File: src/rtl/da_line_writer.sv
// Ping-pong line-buffer writer: streams pixels into buffer 0/1 alternately and flags each full line.
// Optional sticky Overrun flag for sources that cannot tolerate back-pressure: define DA_WR_OVERRUN_EN.
module da_line_writer #(
  parameter int DATA_W  = 24,
  parameter int LINE_PX = 640,
  parameter int ADDR_W  = 10
) (
  input  logic              clock,
  input  logic              reset,
  input  logic              CSDisplay,
  input  logic [DATA_W-1:0] PixIn,
  input  logic              PixValid,
  output logic              PixReady,
  input  logic              Buf0Empty,
  input  logic              Buf1Empty,
  output logic              WE0,
  output logic              WE1,
  output logic [ADDR_W-1:0] WrAddr,
  output logic [DATA_W-1:0] WrData,
  output logic              Buf0Full,
  output logic              Buf1Full,
`ifdef DA_WR_OVERRUN_EN
  output logic              LineDone,
  output logic              Overrun
`else
  output logic              LineDone
`endif
);

  typedef enum logic [1:0] {
    ST_IDLE = 2'd0,
    ST_WAIT = 2'd1,
    ST_FILL = 2'd2
  } state_t;

  localparam logic [ADDR_W-1:0] LAST_ADDR = ADDR_W'(LINE_PX - 1);

  state_t              r_state;
  logic                r_sel;
  logic [ADDR_W-1:0]   r_addr;
  logic [1:0]          r_we;
  logic [ADDR_W-1:0]   r_wr_addr;
  logic [DATA_W-1:0]   r_wr_data;
  logic                r_line_done;
  logic [1:0]          r_full;
  logic [1:0]          r_empty_prev;

  logic [1:0]          w_empty;
  logic [1:0]          w_empty_rise;
  logic                w_accept;
  logic                w_line_end;
  logic                w_sel_empty;
  logic                w_sel_full;

  assign w_empty      = {Buf1Empty, Buf0Empty};
  assign w_empty_rise = w_empty & ~r_empty_prev;
  assign PixReady     = (r_state == ST_FILL) && CSDisplay;
  assign w_accept     = PixValid && PixReady;
  assign w_line_end   = w_accept && (r_addr == LAST_ADDR);
  assign w_sel_empty  = w_empty[r_sel];
  assign w_sel_full   = r_full[r_sel];

  // Full flags: a completed line sets the flag; only an Empty rising edge clears it,
  // so a controller that simply holds Empty high cannot release a freshly written buffer.
  genvar gi;
  generate
    for (gi = 0; gi < 2; gi++) begin : g_buf
      localparam logic BUF_ID = 1'(gi);

      always_ff @(posedge clock) begin
        if (reset) begin
          r_empty_prev[gi] <= 1'b0;
          r_full[gi]       <= 1'b0;
        end else begin
          r_empty_prev[gi] <= w_empty[gi];
          if (w_line_end && (r_sel == BUF_ID)) begin
            r_full[gi] <= 1'b1;
          end else if (w_empty_rise[gi]) begin
            r_full[gi] <= 1'b0;
          end
        end
      end
    end
  endgenerate

  always_ff @(posedge clock) begin
    if (reset) begin
      r_state     <= ST_IDLE;
      r_sel       <= 1'b0;
      r_addr      <= '0;
      r_we        <= 2'b00;
      r_wr_addr   <= '0;
      r_wr_data   <= '0;
      r_line_done <= 1'b0;
    end else begin
      r_we        <= 2'b00;
      r_line_done <= 1'b0;
      if (w_accept) begin
        r_we      <= r_sel ? 2'b10 : 2'b01;
        r_wr_addr <= r_addr;
        r_wr_data <= PixIn;
      end

      case (r_state)
        ST_IDLE: begin
          if (CSDisplay) begin
            r_state <= ST_WAIT;
          end
        end
        ST_WAIT: begin
          // Full is registered, so an Empty edge seen here only frees the buffer next cycle.
          if (w_sel_empty && !w_sel_full) begin
            r_state <= ST_FILL;
            r_addr  <= '0;
          end
        end
        ST_FILL: begin
          if (w_accept) begin
            if (r_addr == LAST_ADDR) begin
              r_line_done <= 1'b1;
              r_sel       <= ~r_sel;
              r_addr      <= '0;
              r_state     <= ST_WAIT;
            end else begin
              r_addr <= r_addr + ADDR_W'(1);
            end
          end
        end
        default: begin
          r_state <= ST_IDLE;
        end
      endcase
    end
  end

  assign WE0      = r_we[0];
  assign WE1      = r_we[1];
  assign WrAddr   = r_wr_addr;
  assign WrData   = r_wr_data;
  assign Buf0Full = r_full[0];
  assign Buf1Full = r_full[1];
  assign LineDone = r_line_done;

`ifdef DA_WR_OVERRUN_EN
  logic r_overrun;

  always_ff @(posedge clock) begin
    if (reset) begin
      r_overrun <= 1'b0;
    end else if ((r_state == ST_WAIT) && PixValid && CSDisplay) begin
      r_overrun <= 1'b1;
    end
  end

  assign Overrun = r_overrun;
`endif

endmodule

File: config.mk
export PLATFORM = sky130hd
export DESIGN_NAME = da_line_writer
export DESIGN_NICKNAME = d
export VERILOG_FILES = /design/src/rtl/da_line_writer.sv
export SDC_FILE = /design/constraint.sdc
export NUM_CORES = 1
export LEC_CHECK = 0
export CAP_MARGIN = 10
export CORE_MARGIN = 5
export CORE_UTILIZATION = 35
export CTS_CLUSTER_SIZE = 25
export DETAILED_ROUTE_END_ITERATION = 7
export PLACE_DENSITY = 0.68
export SLEW_MARGIN = 10
export SYNTH_ARGS = -nofsm -noshare
export SYNTH_HDL_FRONTEND = slang
export SYNTH_SLANG_ARGS = --single-unit
File: constraint.sdc
create_clock -name clock -period 2.1 [get_ports clock]
set_input_delay 0.42 -clock clock [delete_from_list [all_inputs] [get_ports clock]]
set_output_delay 0.42 -clock clock [all_outputs]
set_load 0.1 [all_outputs]
==> flow_metrics.py, run 1 <==
metrics = {
    "status": {
        "status": "finished, final reports clean",
    },
    "setup_path": {
        "cp.required_ps": 1680,
        "cp_num_buf_inv": 2,
        "crit_slowest_cell": "clkdlybuf4s50_1",
        "critPathKind": "input pin to primary output",
        "cp_max_fo": 4,
        "end_kind": "primary output",
        "start_kind": "input pin",
        "cp_top_family": "buffers and inverters",
        "critical_path.max_stage_delay_ps": 520,
        "critical_path_arrival_ps": 1330,
        "worstPathCellList": "clkdlybuf4s50_1 -> and2_1 -> buf_12",
    },
    "power_and_ir_drop": {
        "share_comb_of_total_power_pct": 10.2,
        "power_frac_seq_pct": 58.8,
        "power_density_nw_per_um2": 601,
        "fin_total_pwr_mw": 1.77,
        "peakVddDrop_uv": 284,
        "p_leak_nw": 1.08,
        "p_sw_mw": 0.421,
        "switching_share_pct": 23.7,
        "power.share.clock_pct": 31.1,
        "intPower_mw": 1.35,
    },
    "cts": {
        "root_buffer": "clkbuf_8",
        "htree_levels": 2,
        "cts_buffer_depth": 2,
        "post_cts_buffers": 0,
        "cts_hold_buf": 0,
        "cts_resized": 0,
        "clk_latency_ps": 300,
        "numCtsBuffers": 5,
        "numClockSinks": 54,
        "cts_tree": "built",
        "clk_pin_slew_ps": 90,
    },
    "global_route": {
        "grt_usage_pct": 12.5,
        "overflow": 0,
        "grt_pass1_wl_mm": 7.94,
        "antenna_found_initial": 0,
        "grt_pass1_vias": 1707,
        "grt_start_max_net_pins": 47,
    },
    "route": {
        "drt_iter0_markers": 69,
        "wire_per_inst_microns": 12.8,
        "routed_wl_mm": 4.94,
        "ant_nets": 0,
        "route.detailed.drc": 0,
        "viasPerCell": 4.59,
        "vias": 1778,
        "firstDrtPassIters": 4,
    },
    "worst_hold_path": {
        "timing.hold.worst.class": "flip-flop to flip-flop",
    },
    "cells_and_area": {
        "fillers": 587,
        "antenna_cells": 0,
        "seq_area_sq_um": 1080,
        "area_delta_synth_final_pct": 36.4,
        "fin_nets": 342,
        "multi_input_area_sq_um": 985,
        "layout-drive-gt1-share_pct": 23.4,
    },
    "timing": {
        "hold_violations": 0,
        "maxSlewViolCount": 0,
        "max_freq_ghz": 0.572,
        "period_share_pct": 83.3,
        "relSlewSlack_pct": 75.6,
        "worst_slew_pin_slew_ps": 365,
        "period_minus_slack_ps": 1750,
        "tns_ps": 0,
        "rsz0062_at_grt": "no",
        "final-setup-viol-count": 0,
        "skew_ps": 5.58,
    },
    "synth": {
        "synth_seq_cells": 54,
        "synth_area_sq_um": 2160,
        "synthCells": 246,
        "ys_types": 37,
        "synth_warnings": 0,
        "synth.avg_cell_area_sq_um": 8.79,
        "syn_nets": 277,
        "ys_seq_area_share_pct": 50.0,
    },
    "placed_design": {
        "dp_hpwl_mm": 3.56,
        "port_buffers": 69,
        "place.gp.congestion": 0.748,
    },
    "floorplanning": {
        "die_area_sq_um": 7850,
        "boundaryPins": 70,
        "placementRows": 28,
        "start_util_pct": 36.3,
        "die_h_microns": 88.6,
        "die_w_microns": 88.6,
        "core_sq_um": 5960,
    },
    "run": {
        "drv_cap": 0,
    },
}
==> Yosys cell counts <==
cell type / instances / area, sq um
nand2_1: 75 / 282
dfxtp_1: 54 / 1080
a21oi_1: 41 / 205
clkbuf_1: 9 / 33.8
nor2_2: 8 / 50.1
xnor2_1: 8 / 70.1
inv_1: 6 / 22.5
nand3_1: 5 / 25.0
buf_2: 3 / 15.0
a2111oi_4: 2 / 55.1
a211oi_2: 2 / 25.0
and3b_1: 2 / 17.5
buf_6: 2 / 22.5
nand3_4: 2 / 35.0
nor2_1: 2 / 7.51
nor2b_1: 2 / 12.5
nor3_1: 2 / 10.0
o21ai_0: 2 / 10.0
a21boi_1: 1 / 7.51
a21oi_2: 1 / 8.76
and2_1: 1 / 6.26
and2b_1: 1 / 7.51
and3_1: 1 / 6.26
and4_1: 1 / 8.76
buf_1: 1 / 3.75
ha_1: 1 / 12.5
nand3_2: 1 / 10.0
nand3b_4: 1 / 20.0
nand4_1: 1 / 6.26
nor2b_4: 1 / 13.8
nor3_4: 1 / 16.3
nor3b_1: 1 / 7.51
nor3b_2: 1 / 12.5
o21ai_2: 1 / 8.76
o21bai_1: 1 / 7.51
or4_4: 1 / 11.3
xor2_1: 1 / 8.76
==> cell families (layout without fill, tap and decap cells) <==
group | after synthesis | count (layout) | synth area share, %
AO/OA/AOI/OAI | 51 | 51 | 15.2
XOR/XNOR | 9 | 9 | 3.64
adder cells (fa/ha/maj) | 1 | 1 | 0.578
buffers and inverters | 21 | 87 | 4.51
flip-flops | 54 | 54 | 50.0
AND/OR/NAND/NOR | 110 | 110 | 26.1
==> routing by layer <==
layer	share of wire [%]	vias to the layer above	GRT usage, %
li1	-	935	-
met1	44	803	16.7
met2	50	35	20.7
met3	5.2	5	2.23
met4	0.75	0	3.71
met5	0	-	0
==> sequential cells by signal (all words and copies together) (netlist names) <==
register / flops
r_empty_prev: 2
r_we: 2
LineDone: 1
WrAddr: 10
Buf1Full: 1
Buf0Full: 1
r_sel: 1
r_addr: 10
r_state: 2
WrData: 24
==> power by group through the flow <==
stage | clock [mW] | sequential [mW] | combinational (mW)
2_1_floorplan | 0 | 1.10 | 0.0614
5_1_grt | 0.610 | 1.05 | 0.191
6_report | 0.552 | 1.04 | 0.180
3_5_place_dp | 0 | 1.07 | 0.181
4_1_cts | 0.573 | 1.04 | 0.182
3_3_place_gp | 0 | 1.07 | 0.181
==> worst paths after layout <==
path,to,slack [ps],depth (start not counted),from
worst max-delay path,PixReady,350,3,CSDisplay
worst min-delay path,WrData[7],460,2,WrData[7]
worst max register to register,r_addr[2],360,5,r_addr[0]
worst min register to register,WrData[7],460,2,WrData[7]
==> area by class of cell <==
type | instances | share of cell area [%]
clock buffers | 6 | 2.46
multi-input cells | 171 | 33.4
flip-flops and latches | 54 | 36.6
clock inverters | 2 | 0.466
inverters | 6 | 0.763
well taps | 75 | 3.18
repair buffers | 73 | 23.1
==> through the flow <==
stage	utilization, %	hold slack [ps]	cells	area (sq um)	worst slack, ps
3_3_place_gp	48.1	441	379	2870	111
4_1_cts	49.6	460	387	2950	349
2_1_floorplan	-	466	246	2160	35.9
5_1_grt	49.6	473	387	2950	275
3_5_place_dp	48.1	447	379	2870	81.9
6_report	49.6	458	387	2950	351
==> worst min-delay path, cell delays in order (launching register included) <==
cell and delay, ps:
dfxtp_1 320, nand2_1 50, a21oi_1 50
==> cell usage in the layout, fill, tap and decap left out, drive strengths merged, types with 3 or more instances in the layout <==
cell and instances:
nand2 75, clkdlybuf4s50 29, nor2 10, inv 6
nor3 3, o21ai 3, dfxtp 54, xnor2 8
nor2b 3, buf 44, clkbuf 6, nand3 8
a21oi 42
Note: power is estimated with default switching activity, not from simulation.
==> run 2, diff against run 1 <==
--- a/config.mk
+++ b/config.mk
@@ -10,7 +10,7 @@
 export CORE_UTILIZATION = 35
 export CTS_CLUSTER_SIZE = 25
 export DETAILED_ROUTE_END_ITERATION = 7
-export PLACE_DENSITY = 0.68
+export PLACE_DENSITY = 0.71
 export SLEW_MARGIN = 10
 export SYNTH_ARGS = -nofsm -noshare
 export SYNTH_HDL_FRONTEND = slang
==> constraint.sdc (replaced) <==
create_clock -name clock -period 1.5 [get_ports clock]
set_input_delay 0.3 -clock clock [delete_from_list [all_inputs] [get_ports clock]]
set_output_delay 0.3 -clock clock [all_outputs]
set_load 0.1 [all_outputs]
==> run 2 against run 1 <==
Against the previous run:
- the flow now finishes with violations (setup timing)
- sequential cell count unchanged
- first-iteration DRC count up 65%
- worst hold slack got worse by 82 ps
- final cell count is 7.5% higher
- clock skew is essentially flat
- largest cell class is now non-clock buffers
==> flow_metrics.py, run 2 (synthesis gave the netlist of run 1 again) <==
metrics = {
    "status": {
        "status": "finished, violations left",
        "violations": "setup timing",
    },
    "route": {
        "vias": 1979,
        "route.detailed.drc": 0,
        "ant_nets": 0,
        "routed_wl_mm": 5.84,
        "wire_per_inst_microns": 14.0,
        "drt_iter0_markers": 114,
        "firstDrtPassIters": 4,
        "viasPerCell": 4.76,
    },
    "cells_and_area": {
        "fin_util_pct": 62.3,
        "layout_common_cells": "nand2_1, dfxtp_1, buf_12",
        "largest_reg_flops": 24,
        "layout-drive-gt1-share_pct": 34.0,
        "fillers": 467,
        "antenna_cells": 0,
        "layout_commonest_cell": "nand2_1",
        "layout.cells.non_filler": 416,
        "fin_nets": 371,
        "area_delta_synth_final_pct": 71.4,
    },
    "timing": {
        "skew_ps": 5.12,
        "relSlewSlack_pct": 76.7,
        "hold_violations": 0,
        "period_share_pct": 101,
        "rsz0062_at_grt": "yes",
        "final-setup-viol-count": 5,
        "whs_ps": 377,
        "fin_ws_ps": -10.3,
        "period_minus_slack_ps": 1510,
        "maxSlewViolCount": 0,
        "worst_slew_pin_slew_ps": 349,
        "max_freq_ghz": 0.662,
    },
    "cts": {
        "cts_buffer_depth": 2,
        "clk_latency_ps": 300,
        "clk_pin_slew_ps": 100,
        "numCtsBuffers": 5,
        "cts_tree": "built",
        "htree_levels": 2,
        "root_buffer": "clkbuf_8",
        "numClockSinks": 54,
    },
    "setup_path": {
        "critPathKind": "input pin to flip-flop",
        "end_kind": "flip-flop",
        "cp.required_ps": 1700,
        "critical_path_arrival_ps": 1710,
        "start_kind": "input pin",
        "cp_max_fo": 5,
    },
    "global_route": {
        "grt_pass1_wl_mm": 9.31,
        "grt_pass1_vias": 1920,
        "grt_start_max_net_pins": 37,
        "overflow": 0,
        "antenna_found_initial": 0,
        "grt_usage_pct": 15.0,
    },
    "power_and_ir_drop": {
        "fin_total_pwr_mw": 2.57,
        "peakVddDrop_uv": 476,
        "p_leak_nw": 1.33,
        "power_density_nw_per_um2": 692,
    },
    "placed_design": {
        "place_inst": 400,
        "dp_hpwl_mm": 4.14,
        "dp_slack_ps": -457,
        "place.gp.congestion": 0.822,
        "port_buffers": 69,
    },
    "floorplanning": {
        "boundaryPins": 70,
        "die_h_microns": 88.6,
        "start_util_pct": 36.3,
        "die_w_microns": 88.6,
        "core_sq_um": 5960,
        "placementRows": 28,
        "die_area_sq_um": 7850,
    },
    "worst_hold_path": {
        "timing.hold.worst.class": "input pin to flip-flop",
    },
    "run": {
        "drv_cap": 0,
    },
}
## run 2: cell count changes in the layout (fill, tap and decap cells not counted), sizes merged
cell / change
clkdlybuf4s50: -3
buf: +27
dlygate4sd2: +3
nand3b: +1
o21ai: +1
## run 2: what timing repair did
| action | 4_1_cts | 5_1_grt |
|---|---|---|
| setup endpoints to repair | 10 | 27 |
| resized for setup | 14 | 6 |
| pin swaps | 8 | 12 |
| buffers inserted | 5 | 1 |
| cloned | 2 | 0 |
| hold buffers | 0 | 0 |
## run 2: final timing paths
kind,start,slack (ps),to,cells past startpoint
worst max-delay path,PixValid,-10,r_addr[0],5
worst min register to register,WrData[21],490,WrData[21],2
worst min-delay path,Buf1Empty,380,r_empty_prev[1],2
worst max register to register,r_state[1],0,r_addr[0],5
## run 2: layout make-up
| class | instances | area, sq um | share of cell area, % |
|---|---|---|---|
| Clock inverter | 2 | 13.8 | 0.371 |
| Sequential cell | 54 | 1090 | 29.5 |
| Tap cell | 75 | 93.8 | 2.53 |
| Multi-Input combinational cell | 173 | 1050 | 28.3 |
| Inverter | 6 | 22.5 | 0.607 |
| Clock buffer | 6 | 72.6 | 1.96 |
| Timing Repair Buffer | 100 | 1360 | 36.7 |
## run 2: power by group
part / internal [mW] / leakage (nW) / switching (mW)
clock network: 0.331 / 0.0452 / 0.463
registers: 1.45 / 0.440 / 0.0124
logic: 0.158 / 0.843 / 0.156
## run 2: metal layers
metal / wire length [microns] / track usage [%] / vias up
li1: - / - / 1001
met1: 2380 / 18.3 / 920
met2: 3140 / 27.1 / 56
met3: 299 / 2.70 / 2
met4: 26 / 3.71 / 0
met5: 0 / 0 / -
## run 2: critical path, stage by stage
cell and delay (ps):
clkdlybuf4s50_1 480, nand3_2 100, or4_4 620, nand3b_4 170, nor2_2 40
## run 2: per-stage QoR
step	setup TNS, ps	instance area, sq um
after floorplan	-146	2180
after global placement	-8890	3510
after detailed placement	-10360	3510
after CTS	-20.3	3680
after global routing	-439	3710
final	-35.6	3710
==> run 3, diff against run 2 <==
--- a/config.mk
+++ b/config.mk
@@ -7,10 +7,10 @@
 export LEC_CHECK = 0
 export CAP_MARGIN = 10
 export CORE_MARGIN = 5
-export CORE_UTILIZATION = 35
+export CORE_UTILIZATION = 41
 export CTS_CLUSTER_SIZE = 25
 export DETAILED_ROUTE_END_ITERATION = 7
-export PLACE_DENSITY = 0.71
+export PLACE_DENSITY = 0.8
 export SLEW_MARGIN = 10
 export SYNTH_ARGS = -nofsm -noshare
 export SYNTH_HDL_FRONTEND = slang
==> run 3 against run 2 <==
Against the previous run:
- cell area grew 3.8%
- worst hold slack gained 25 ps
- routed wire length grew 20%
- setup slack lost 65 ps
- die area shrank 13%
- sequential share of layout area shrank 0.91 points
- count of clock-buffer cells in the layout is the same
- clock skew grew 11 ps
- global-route usage grew 3.6 points
- the run still ends with setup timing left
- sequential power is essentially flat
==> flow_metrics.py, run 3 (synthesis gave the netlist of run 1 again) <==
metrics = {
    "setup_path": {
        "critPathKind": "flip-flop to flip-flop",
        "cp_max_fo": 3,
        "crit_path_start": "r_sel",
        "reg2reg_from": "r_sel",
        "start_kind": "flip-flop",
        "r2r_setup_slack_ps": -70,
        "cp.required_ps": 1720,
        "end_kind": "flip-flop",
        "critical_path_arrival_ps": 1790,
    },
    "floorplanning": {
        "boundaryPins": 70,
        "die_w_microns": 82.6,
        "die_h_microns": 82.6,
        "placementRows": 26,
        "core_sq_um": 5110,
        "start_util_pct": 42.4,
        "die_area_sq_um": 6830,
    },
    "route": {
        "viasPerCell": 5.13,
        "ant_nets": 0,
        "firstDrtPassIters": 4,
        "vias": 2161,
        "drt_iter0_markers": 206,
        "routed_wl_mm": 7.02,
        "route.detailed.drc": 0,
        "wire_per_inst_microns": 16.7,
    },
    "timing": {
        "worst_slew_pin_slew_ps": 433,
        "relSlewSlack_pct": 71.1,
        "period_share_pct": 105,
        "rsz0062_at_grt": "yes",
        "fin_ws_ps": -74.9,
        "final-setup-viol-count": 7,
        "period_minus_slack_ps": 1570,
        "hold_violations": 0,
        "skew_ps": 16.0,
        "max_freq_ghz": 0.635,
        "maxSlewViolCount": 0,
    },
    "power_and_ir_drop": {
        "share_comb_of_total_power_pct": 12.7,
        "power_frac_seq_pct": 54.6,
        "switching_share_pct": 25.5,
        "fin_total_pwr_mw": 2.67,
        "power.share.clock_pct": 32.7,
        "p_leak_nw": 1.39,
        "intPower_mw": 1.99,
        "peakVddDrop_uv": 777,
        "power_density_nw_per_um2": 693,
        "p_sw_mw": 0.680,
    },
    "cells_and_area": {
        "largest_reg_flops": 24,
        "layout_commonest_cell": "nand2_1",
        "layout_common_cells": "nand2_1, dfxtp_1, buf_12",
        "area_delta_synth_final_pct": 77.9,
        "fin_nets": 381,
        "stdcell_area_sq_um": 3850,
        "antenna_cells": 0,
        "layout-drive-gt1-share_pct": 37.6,
    },
    "cts": {
        "numClockSinks": 54,
        "cts_buffer_depth": 2,
        "cts_tree": "built",
        "clk_pin_slew_ps": 100,
        "root_buffer": "clkbuf_8",
        "clk_latency_ps": 320,
        "numCtsBuffers": 5,
        "htree_levels": 2,
    },
    "global_route": {
        "grt_pass1_wl_mm": 9.56,
        "overflow": 0,
        "grt_start_max_net_pins": 35,
        "grt_pass1_vias": 1984,
        "grt_usage_pct": 18.6,
        "antenna_found_initial": 0,
    },
    "placed_design": {
        "place.gp.congestion": 0.830,
        "dp_hpwl_mm": 4.13,
        "dpl_cell_area_sq_um": 3490,
        "port_buffers": 69,
    },
    "worst_hold_path": {
        "timing.hold.worst.class": "input pin to flip-flop",
        "min_from": "Buf0Empty",
    },
    "status": {
        "violations": "setup timing",
        "status": "finished, violations left",
    },
    "run": {
        "drv_cap": 0,
    },
}
## run 3: cell types whose count changed in the layout (fill, tap and decap cells not counted), moves of 2 or more
cell     change
xnor2_1      -2
xnor2_2      +2
buf_6        +2
buf_4        +8
a21oi_2      +2
dfxtp_4      +2
a21oi_1      -2
## run 3: cell type report
| class | instances | area, sq um |
|---|---|---|
| clock buffer | 6 | 82.6 |
| sequential | 54 | 1100 |
| inverter | 6 | 22.5 |
| timing repair buffer | 110 | 1450 |
| fill | 316 | 1260 |
| tap | 70 | 87.6 |
| multi-input combinational | 173 | 1090 |
| clock inverter | 2 | 12.5 |
## run 3: critical path, stage by stage (launching register included)
cell and delay (ps):
dfxtp_4 370, and3b_2 240, buf_4 160, o21ai_4 220, buf_4 140, a21oi_1 70
xnor2_1 210, nor2_2 60
## run 3: layer usage
metal / vias to the layer above / global-route usage, % / routed length, microns
met2: 78 / 31.7 / 3680
met4: 0 / 8.82 / 260
met3: 21 / 5.10 / 375
li1: 1021 / - / -
met5: - / 0 / 0
met1: 1041 / 21.3 / 2700
## run 3: final timing paths
| check | end | depth (start not counted) |
|---|---|---|
| setup / recovery | r_addr[4] | 7 |
| hold / removal | r_empty_prev[0] | 3 |
| hold reg to reg | WrData[3] | 2 |
| setup reg to reg | r_addr[4] | 7 |
## run 3: power by group through the flow
stage / Combinational [mW] / Clock, mW / Sequential [mW]
floorplan: 0.0888 / 0 / 1.54
global placement: 0.279 / 0 / 1.49
detailed placement: 0.283 / 0 / 1.49
CTS: 0.313 / 0.859 / 1.46
global route: 0.357 / 0.942 / 1.46
finish: 0.339 / 0.872 / 1.46
## run 3: timing repair
item | CTS | global route
resized for setup | 17 | 15
cloned | 2 | 1
hold buffers | 0 | 0
pin swaps | 17 | 20
endpoints found under the setup margin | 10 | 19
buffers inserted | 9 | 5
## run 3: per-stage QoR
step                util, %  setup WS [ps]  std cells  TNS, ps  hold WS, ps
floorplan                 -          -30.7        246     -146          428
detailed placement     68.4           -421        396    -9530          485
CTS                    73.0          -22.3        415     -125          367
finish                 75.4          -74.9        421     -205          402
global route           75.4           -137        421    -1050          403
global placement       68.4           -369        396    -7800          477
